### config.mk
export PLATFORM = sky130hd
export DESIGN_NAME = stopwatch_ctrl
export DESIGN_NICKNAME = d
export VERILOG_FILES = /design/src/rtl/stopwatch_ctrl.sv
export SDC_FILE = /design/constraint.sdc
export NUM_CORES = 1
export LEC_CHECK = 0
export BUFFER_PORTS_ARGS = -buffer_cell sky130_fd_sc_hd__buf_2
export CORE_MARGIN = 2
export CORE_UTILIZATION = 45
export CTS_BUF_LIST = sky130_fd_sc_hd__clkbuf_8
export DETAILED_ROUTE_END_ITERATION = 10
export GPL_TIMING_DRIVEN = 1
export PLACE_DENSITY = 0.65
export REMOVE_ABC_BUFFERS = 1
export SLEW_MARGIN = 10
export SYNTH_ARGS = -nofsm -noshare
export SYNTH_HDL_FRONTEND = slang
export SYNTH_SLANG_ARGS = --single-unit
### constraint.sdc
create_clock -name clk -period 3.7 [get_ports clk]
set_clock_uncertainty 0.1 [all_clocks]
set_input_delay 0.74 -clock clk [delete_from_list [all_inputs] [get_ports clk]]
set_output_delay 0.74 -clock clk [all_outputs]
set_load 0.05 [all_outputs]
### src/rtl/stopwatch_ctrl.sv
// Stopwatch control front-end: input synchronizers, button debouncers, RUN/PAUSED/ADJ
// mode FSM and all timing strobes (run tick, adjust step, blink, display scan), all
// derived as single-cycle enables from the one system clock.
module stopwatch_ctrl #(
    parameter int TICK_DIV  = 100_000_000,
    parameter int ADJ_DIV   = 50_000_000,
    parameter int BLINK_DIV = 25_000_000,
    parameter int SCAN_DIV  = 100_000,
    parameter int DEB_LEN   = 1_000_000
) (
    input  logic       clk,
    input  logic       rst,
    input  logic       btn_pause,
    input  logic       btn_clr,
    input  logic       sw_adj,
    input  logic       sw_sel,
    output logic       run_inc_o,
    output logic       adj_sec_o,
    output logic       adj_min_o,
    output logic       clr_o,
    output logic       blink_on,
    output logic       blink_sel,
    output logic [1:0] digit_sel,
    output logic [1:0] state_o
);
    localparam int TW = (TICK_DIV  > 1) ? $clog2(TICK_DIV)  : 1;
    localparam int AW = (ADJ_DIV   > 1) ? $clog2(ADJ_DIV)   : 1;
    localparam int BW = (BLINK_DIV > 1) ? $clog2(BLINK_DIV) : 1;
    localparam int SW = (SCAN_DIV  > 1) ? $clog2(SCAN_DIV)  : 1;
    localparam int DW = (DEB_LEN   > 1) ? $clog2(DEB_LEN)   : 1;

    localparam logic [TW-1:0] TICK_LAST  = TW'(TICK_DIV - 1);
    localparam logic [AW-1:0] ADJ_LAST   = AW'(ADJ_DIV - 1);
    localparam logic [BW-1:0] BLINK_LAST = BW'(BLINK_DIV - 1);
    localparam logic [SW-1:0] SCAN_LAST  = SW'(SCAN_DIV - 1);
    localparam logic [DW-1:0] DEB_LAST   = DW'(DEB_LEN - 1);

    typedef enum logic [1:0] {
        ST_RUN    = 2'b00,
        ST_PAUSED = 2'b01,
        ST_ADJ    = 2'b10
    } state_t;

    // Bit order: {sel, adj, clr, pause}
    logic [3:0]         r_sync1, r_sync2;
    logic [1:0][DW-1:0] r_deb_cnt;
    logic [1:0]         r_acc, r_acc_q;
    logic               w_pause_s, w_clr_s, w_adj_s, w_sel_s;
    logic               w_pause_evt, w_clr_evt;

    state_t             r_state, w_state_nxt;
    logic               r_saved_run, w_saved_nxt;
    logic               w_adj_entry;

    logic [TW-1:0]      r_run_cnt;
    logic [AW-1:0]      r_adj_cnt;
    logic [BW-1:0]      r_blink_cnt;
    logic               r_blink;
    logic [SW-1:0]      r_scan_cnt;
    logic [1:0]         r_digit;
    logic               r_clr;
    logic               w_run_inc, w_adj_sec, w_adj_min;

    // Two-stage synchronizers on every asynchronous input
    always_ff @(posedge clk) begin
        if (rst) begin
            r_sync1 <= '0;
            r_sync2 <= '0;
        end else begin
            r_sync1 <= {sw_sel, sw_adj, btn_clr, btn_pause};
            r_sync2 <= r_sync1;
        end
    end

    assign w_pause_s = r_sync2[0];
    assign w_clr_s   = r_sync2[1];
    assign w_adj_s   = r_sync2[2];
    assign w_sel_s   = r_sync2[3];

    // Debounce: a new level is accepted only after DEB_LEN consecutive differing samples;
    // falling back to the accepted level restarts the count, so short bursts are dropped
    always_ff @(posedge clk) begin
        if (rst) begin
            r_deb_cnt <= '0;
            r_acc     <= '0;
            r_acc_q   <= '0;
        end else begin
            r_acc_q <= r_acc;
            for (int i = 0; i < 2; i++) begin
                if (r_sync2[i] == r_acc[i]) begin
                    r_deb_cnt[i] <= '0;
                end else if (r_deb_cnt[i] == DEB_LAST) begin
                    r_acc[i]     <= r_sync2[i];
                    r_deb_cnt[i] <= '0;
                end else begin
                    r_deb_cnt[i] <= r_deb_cnt[i] + DW'(1);
                end
            end
        end
    end

    // Only the press (rising accepted level) produces an event; release is silent
    assign w_pause_evt = r_acc[0] & ~r_acc_q[0];
    assign w_clr_evt   = r_acc[1] & ~r_acc_q[1];

    // Mode state register and remembered run/pause mode for leaving ADJ
    always_ff @(posedge clk) begin
        if (rst) begin
            r_state     <= ST_RUN;
            r_saved_run <= 1'b1;
        end else begin
            r_state     <= w_state_nxt;
            r_saved_run <= w_saved_nxt;
        end
    end

    // Next-state logic (adj switch wins over a pause press) and strobe decode
    always_comb begin
        w_state_nxt = r_state;
        w_saved_nxt = r_saved_run;
        w_run_inc   = 1'b0;
        w_adj_sec   = 1'b0;
        w_adj_min   = 1'b0;
        case (r_state)
            ST_RUN: begin
                if (w_adj_s) begin
                    w_state_nxt = ST_ADJ;
                    w_saved_nxt = 1'b1;
                end else if (w_pause_evt) begin
                    w_state_nxt = ST_PAUSED;
                end
            end
            ST_PAUSED: begin
                if (w_adj_s) begin
                    w_state_nxt = ST_ADJ;
                    w_saved_nxt = 1'b0;
                end else if (w_pause_evt) begin
                    w_state_nxt = ST_RUN;
                end
            end
            ST_ADJ: begin
                if (!w_adj_s) begin
                    w_state_nxt = r_saved_run ? ST_RUN : ST_PAUSED;
                end else if (w_pause_evt) begin
                    w_saved_nxt = ~r_saved_run;
                end
            end
            default: w_state_nxt = ST_RUN;
        endcase
        // A clear in flight owns the cycle; any coincident count strobe is dropped
        if (!r_clr) begin
            if (r_state == ST_RUN && r_run_cnt == TICK_LAST) begin
                w_run_inc = 1'b1;
            end
            if (r_state == ST_ADJ && r_adj_cnt == ADJ_LAST) begin
                w_adj_sec = w_sel_s;
                w_adj_min = ~w_sel_s;
            end
        end
    end

    assign w_adj_entry = (r_state != ST_ADJ) && (w_state_nxt == ST_ADJ);

    // Run divider: advances only in RUN so a pause keeps its phase; clear restarts it
    always_ff @(posedge clk) begin
        if (rst || r_clr) begin
            r_run_cnt <= '0;
        end else if (r_state == ST_RUN) begin
            r_run_cnt <= (r_run_cnt == TICK_LAST) ? '0 : r_run_cnt + TW'(1);
        end
    end

    // Adjust step and blink timers: restarted on ADJ entry, running only in ADJ
    always_ff @(posedge clk) begin
        if (rst || w_adj_entry) begin
            r_adj_cnt   <= '0;
            r_blink_cnt <= '0;
            r_blink     <= 1'b1;
        end else if (r_state == ST_ADJ) begin
            r_adj_cnt <= (r_adj_cnt == ADJ_LAST) ? '0 : r_adj_cnt + AW'(1);
            if (r_blink_cnt == BLINK_LAST) begin
                r_blink_cnt <= '0;
                r_blink     <= ~r_blink;
            end else begin
                r_blink_cnt <= r_blink_cnt + BW'(1);
            end
        end
    end

    // Clear strobe lands one cycle after the debounced press, regardless of mode
    always_ff @(posedge clk) begin
        if (rst) begin
            r_clr <= 1'b0;
        end else begin
            r_clr <= w_clr_evt;
        end
    end

    // Free-running display scan, independent of mode
    always_ff @(posedge clk) begin
        if (rst) begin
            r_scan_cnt <= '0;
            r_digit    <= 2'd0;
        end else if (r_scan_cnt == SCAN_LAST) begin
            r_scan_cnt <= '0;
            r_digit    <= r_digit + 2'd1;
        end else begin
            r_scan_cnt <= r_scan_cnt + SW'(1);
        end
    end

    assign run_inc_o = w_run_inc;
    assign adj_sec_o = w_adj_sec;
    assign adj_min_o = w_adj_min;
    assign clr_o     = r_clr;
    assign blink_on  = (r_state != ST_ADJ) || r_blink;
    assign blink_sel = w_sel_s;
    assign digit_sel = r_digit;
    assign state_o   = r_state;

endmodule

==> reports/metrics.yaml <==
synth_common_cells: "dfxtp_1, nor2_1, xor2_1, nand2_1, nand3_1"
clk-insertion-delay-late_ns: 0.45
start_util: 0.456
syn-cell-area_um2: 6860
fin_crit_sh: 0.865
worstPathArrival_ns: 2.36
power_mw: 3.12
outcome: "complete, no violations"
core_area_um2: 15000
path_buf_inv: 1
finalSetupViolCount: 0
crit_chain: "nand4_1, or2_0, or3_1, nor4_1, buf_2"
cts_tree: "yes"
antenna_left: 0
hp-class: "reg -> reg"
rr_worst_depth: 7
numPortBuffers: 15
yosysUniqueCellTypes: 53
cts_buffers: 17
grtUsageTotal: 0.166
syn_avg_cell_area_um2: 8.59
ys_warn_count: 0
synthFlopType: "dfxtp_1"
gp_congestion: 0.889
path_max_fanout: 10
drive_gt1_frac: 0.0741
totalWireLength_um: 12600
cp_slowest_stage_delay_ns: 0.54
num_antenna_cells: 0
dieArea_um2: 16300
drc: 0
fmax_mhz: 313
setup_slack_ns: 0.500
clk_pin_slew_ns: 0.08
nets: 822
rows: 45
critPathTopFamily: "simple AND/OR/NAND/NOR gates"
grt_max_degree: 25
fin_hold_ws_ns: 0.286
leakagePower_nw: 2.47
wire_per_inst_um: 12.5
clock_sinks: 154
yosysTopAreaCell: "dfxtp_1"
die_y_um: 127
synth.top_cell.area_share: 0.449
drt-initial-drc-count: 167
timing.rr.end: "r_blink_cnt[7]"
irDropWorstVdd_v: 0.000232
postCtsHoldBufs: 0
grt_pass1_wl_um: 22300
post-dp-hpwl_um: 8370
postCtsSetupBuffers: 0
synth_area_leaders: "dfxtp_1, nor2_1, xor2_1"
max_cap_violations: 0
end_kind: "primary output"
yosysMostFrequentCell: "dfxtp_1"
ios: 16
path_depth: 5
period_needed_ns: 3.20
crit_path_end: "adj_sec_o"
synth_edf_count: 0
synth_cells: 799
rrSetupSlack_ns: 1.10
first_global_vias: 4964
antenna_found_initial: 0
maxSlewViolCount: 0
ys_ff_latch: 154
drt_first_pass_iters: 4
worstMarginPinSlew_ns: 0.755
critical_path_class: "reg -> out"
relSlewSlack: 0.493
via_count: 5289
vias_per_cell: 5.23
post_cts_resized: 0
required_ns: 2.86
h-tree-depth: 4
start_kind: "flop"
clock-root-buffer: "clkbuf_8"
cts_buffer_depth: 2
timing.rr.start: "state_o[1]"
hold_viol: 0
slowest_stage: "or3_1"
cp-startpoint: "r_adj_cnt[19]"
powerDensity_nw_per_um2: 414
die_w_um: 127
final_util: 0.501
ys_seq_area_frac: 0.449
overflow: 0
rsz0062_at_grt: "no"
ys_async_sr_fraction: 0
area_growth_pct: 9.74
post-place-ws_ns: 0.991
## power breakdown
| group | leakage [nW] | switching, mW | internal, mW |
|---|---|---|---|
| clock network | 0.222 | 0.641 | 0.731 |
| logic | 1.01 | 0.0451 | 0.0198 |
| registers | 1.24 | 0.0112 | 1.67 |
## cell usage in the layout, fill, tap and decap left out, types with 15 or more instances in the layout
| cell | count |
|---|---|
| dfxtp_1 | 154 |
| nor2_1 | 148 |
| xor2_1 | 62 |
| nand2_1 | 57 |
| nand3_1 | 52 |
| xnor2_1 | 49 |
| nand4_1 | 36 |
| nor3_1 | 21 |
| clkbuf_8 | 20 |
| and4_1 | 19 |
| a21oi_1 | 19 |
| nor4_1 | 17 |
| o21ai_0 | 16 |
| nor2b_1 | 15 |
| inv_1 | 15 |
| buf_2 | 15 |
## registers in the layout, indices dropped and copies added, names as in the netlist, 4 cells and up
signal / flops
r_sync1: 4
r_adj_cnt: 26
r_deb_cnt: 40
r_scan_cnt: 17
r_blink_cnt: 25
r_run_cnt: 27
r_sync2: 4
## metal layers
layer,part of all wire,vias up,global-route usage
li1,-,2789,-
met1,0.51,2408,0.217
met2,0.43,74,0.258
met3,0.032,18,0.0528
met4,0.022,0,0.0614
met5,0,-,0
## metrics by stage
| step | setup TNS, ns | cell area (µm²) | std cells |
|---|---|---|---|
| after floorplan | -1.09 | 6740 | 771 |
| after global placement | 0 | 7090 | 979 |
| after detailed placement | 0 | 7090 | 979 |
| after CTS | 0 | 7530 | 1011 |
| after global routing | 0 | 7530 | 1011 |
| final | 0 | 7530 | 1011 |
## worst min-delay path by stage
stage	start	endpoint	cells past startpoint
2_1_floorplan	r_acc_q[1]	clr_o	1
3_3_place_gp	r_acc_q[1]	clr_o	1
3_5_place_dp	r_acc_q[1]	clr_o	1
4_1_cts	r_acc_q[1]	clr_o	1
5_1_grt	r_acc_q[1]	clr_o	1
6_report	r_acc_q[1]	clr_o	1
## worst register-to-register path, stage by stage (launching register included)
cell     delay (ns)
dfxtp_1        0.54
nor2b_1        0.18
buf_4          0.22
nand4_1        0.11
buf_4          0.19
or3_1          0.42
nand2_1        0.59
nor2_1         0.12
## cell families (layout without fill, tap and decap cells)
family                   Yosys count  count (layout)  share of synthesized area
AND/OR/NAND/NOR                  425             425                      0.316
flip-flops                       154             154                      0.449
XOR/XNOR                         111             111                      0.142
AO/OA/AOI/OAI                     56              56                     0.0503
buffers and inverters             43              67                     0.0253
adder cells (fa/ha/maj)            6               6                     0.0109
multiplexers                       4               4                    0.00602
## cell type report
class	count	area (µm²)
tap	188	235
sequential	154	3080
timing repair buffer	20	113
fill	1405	7500
inverter	15	56.3
clock inverter	12	163
multi-input combinational	602	3600
clock buffer	20	275
Power figures use the tool's default switching activity.
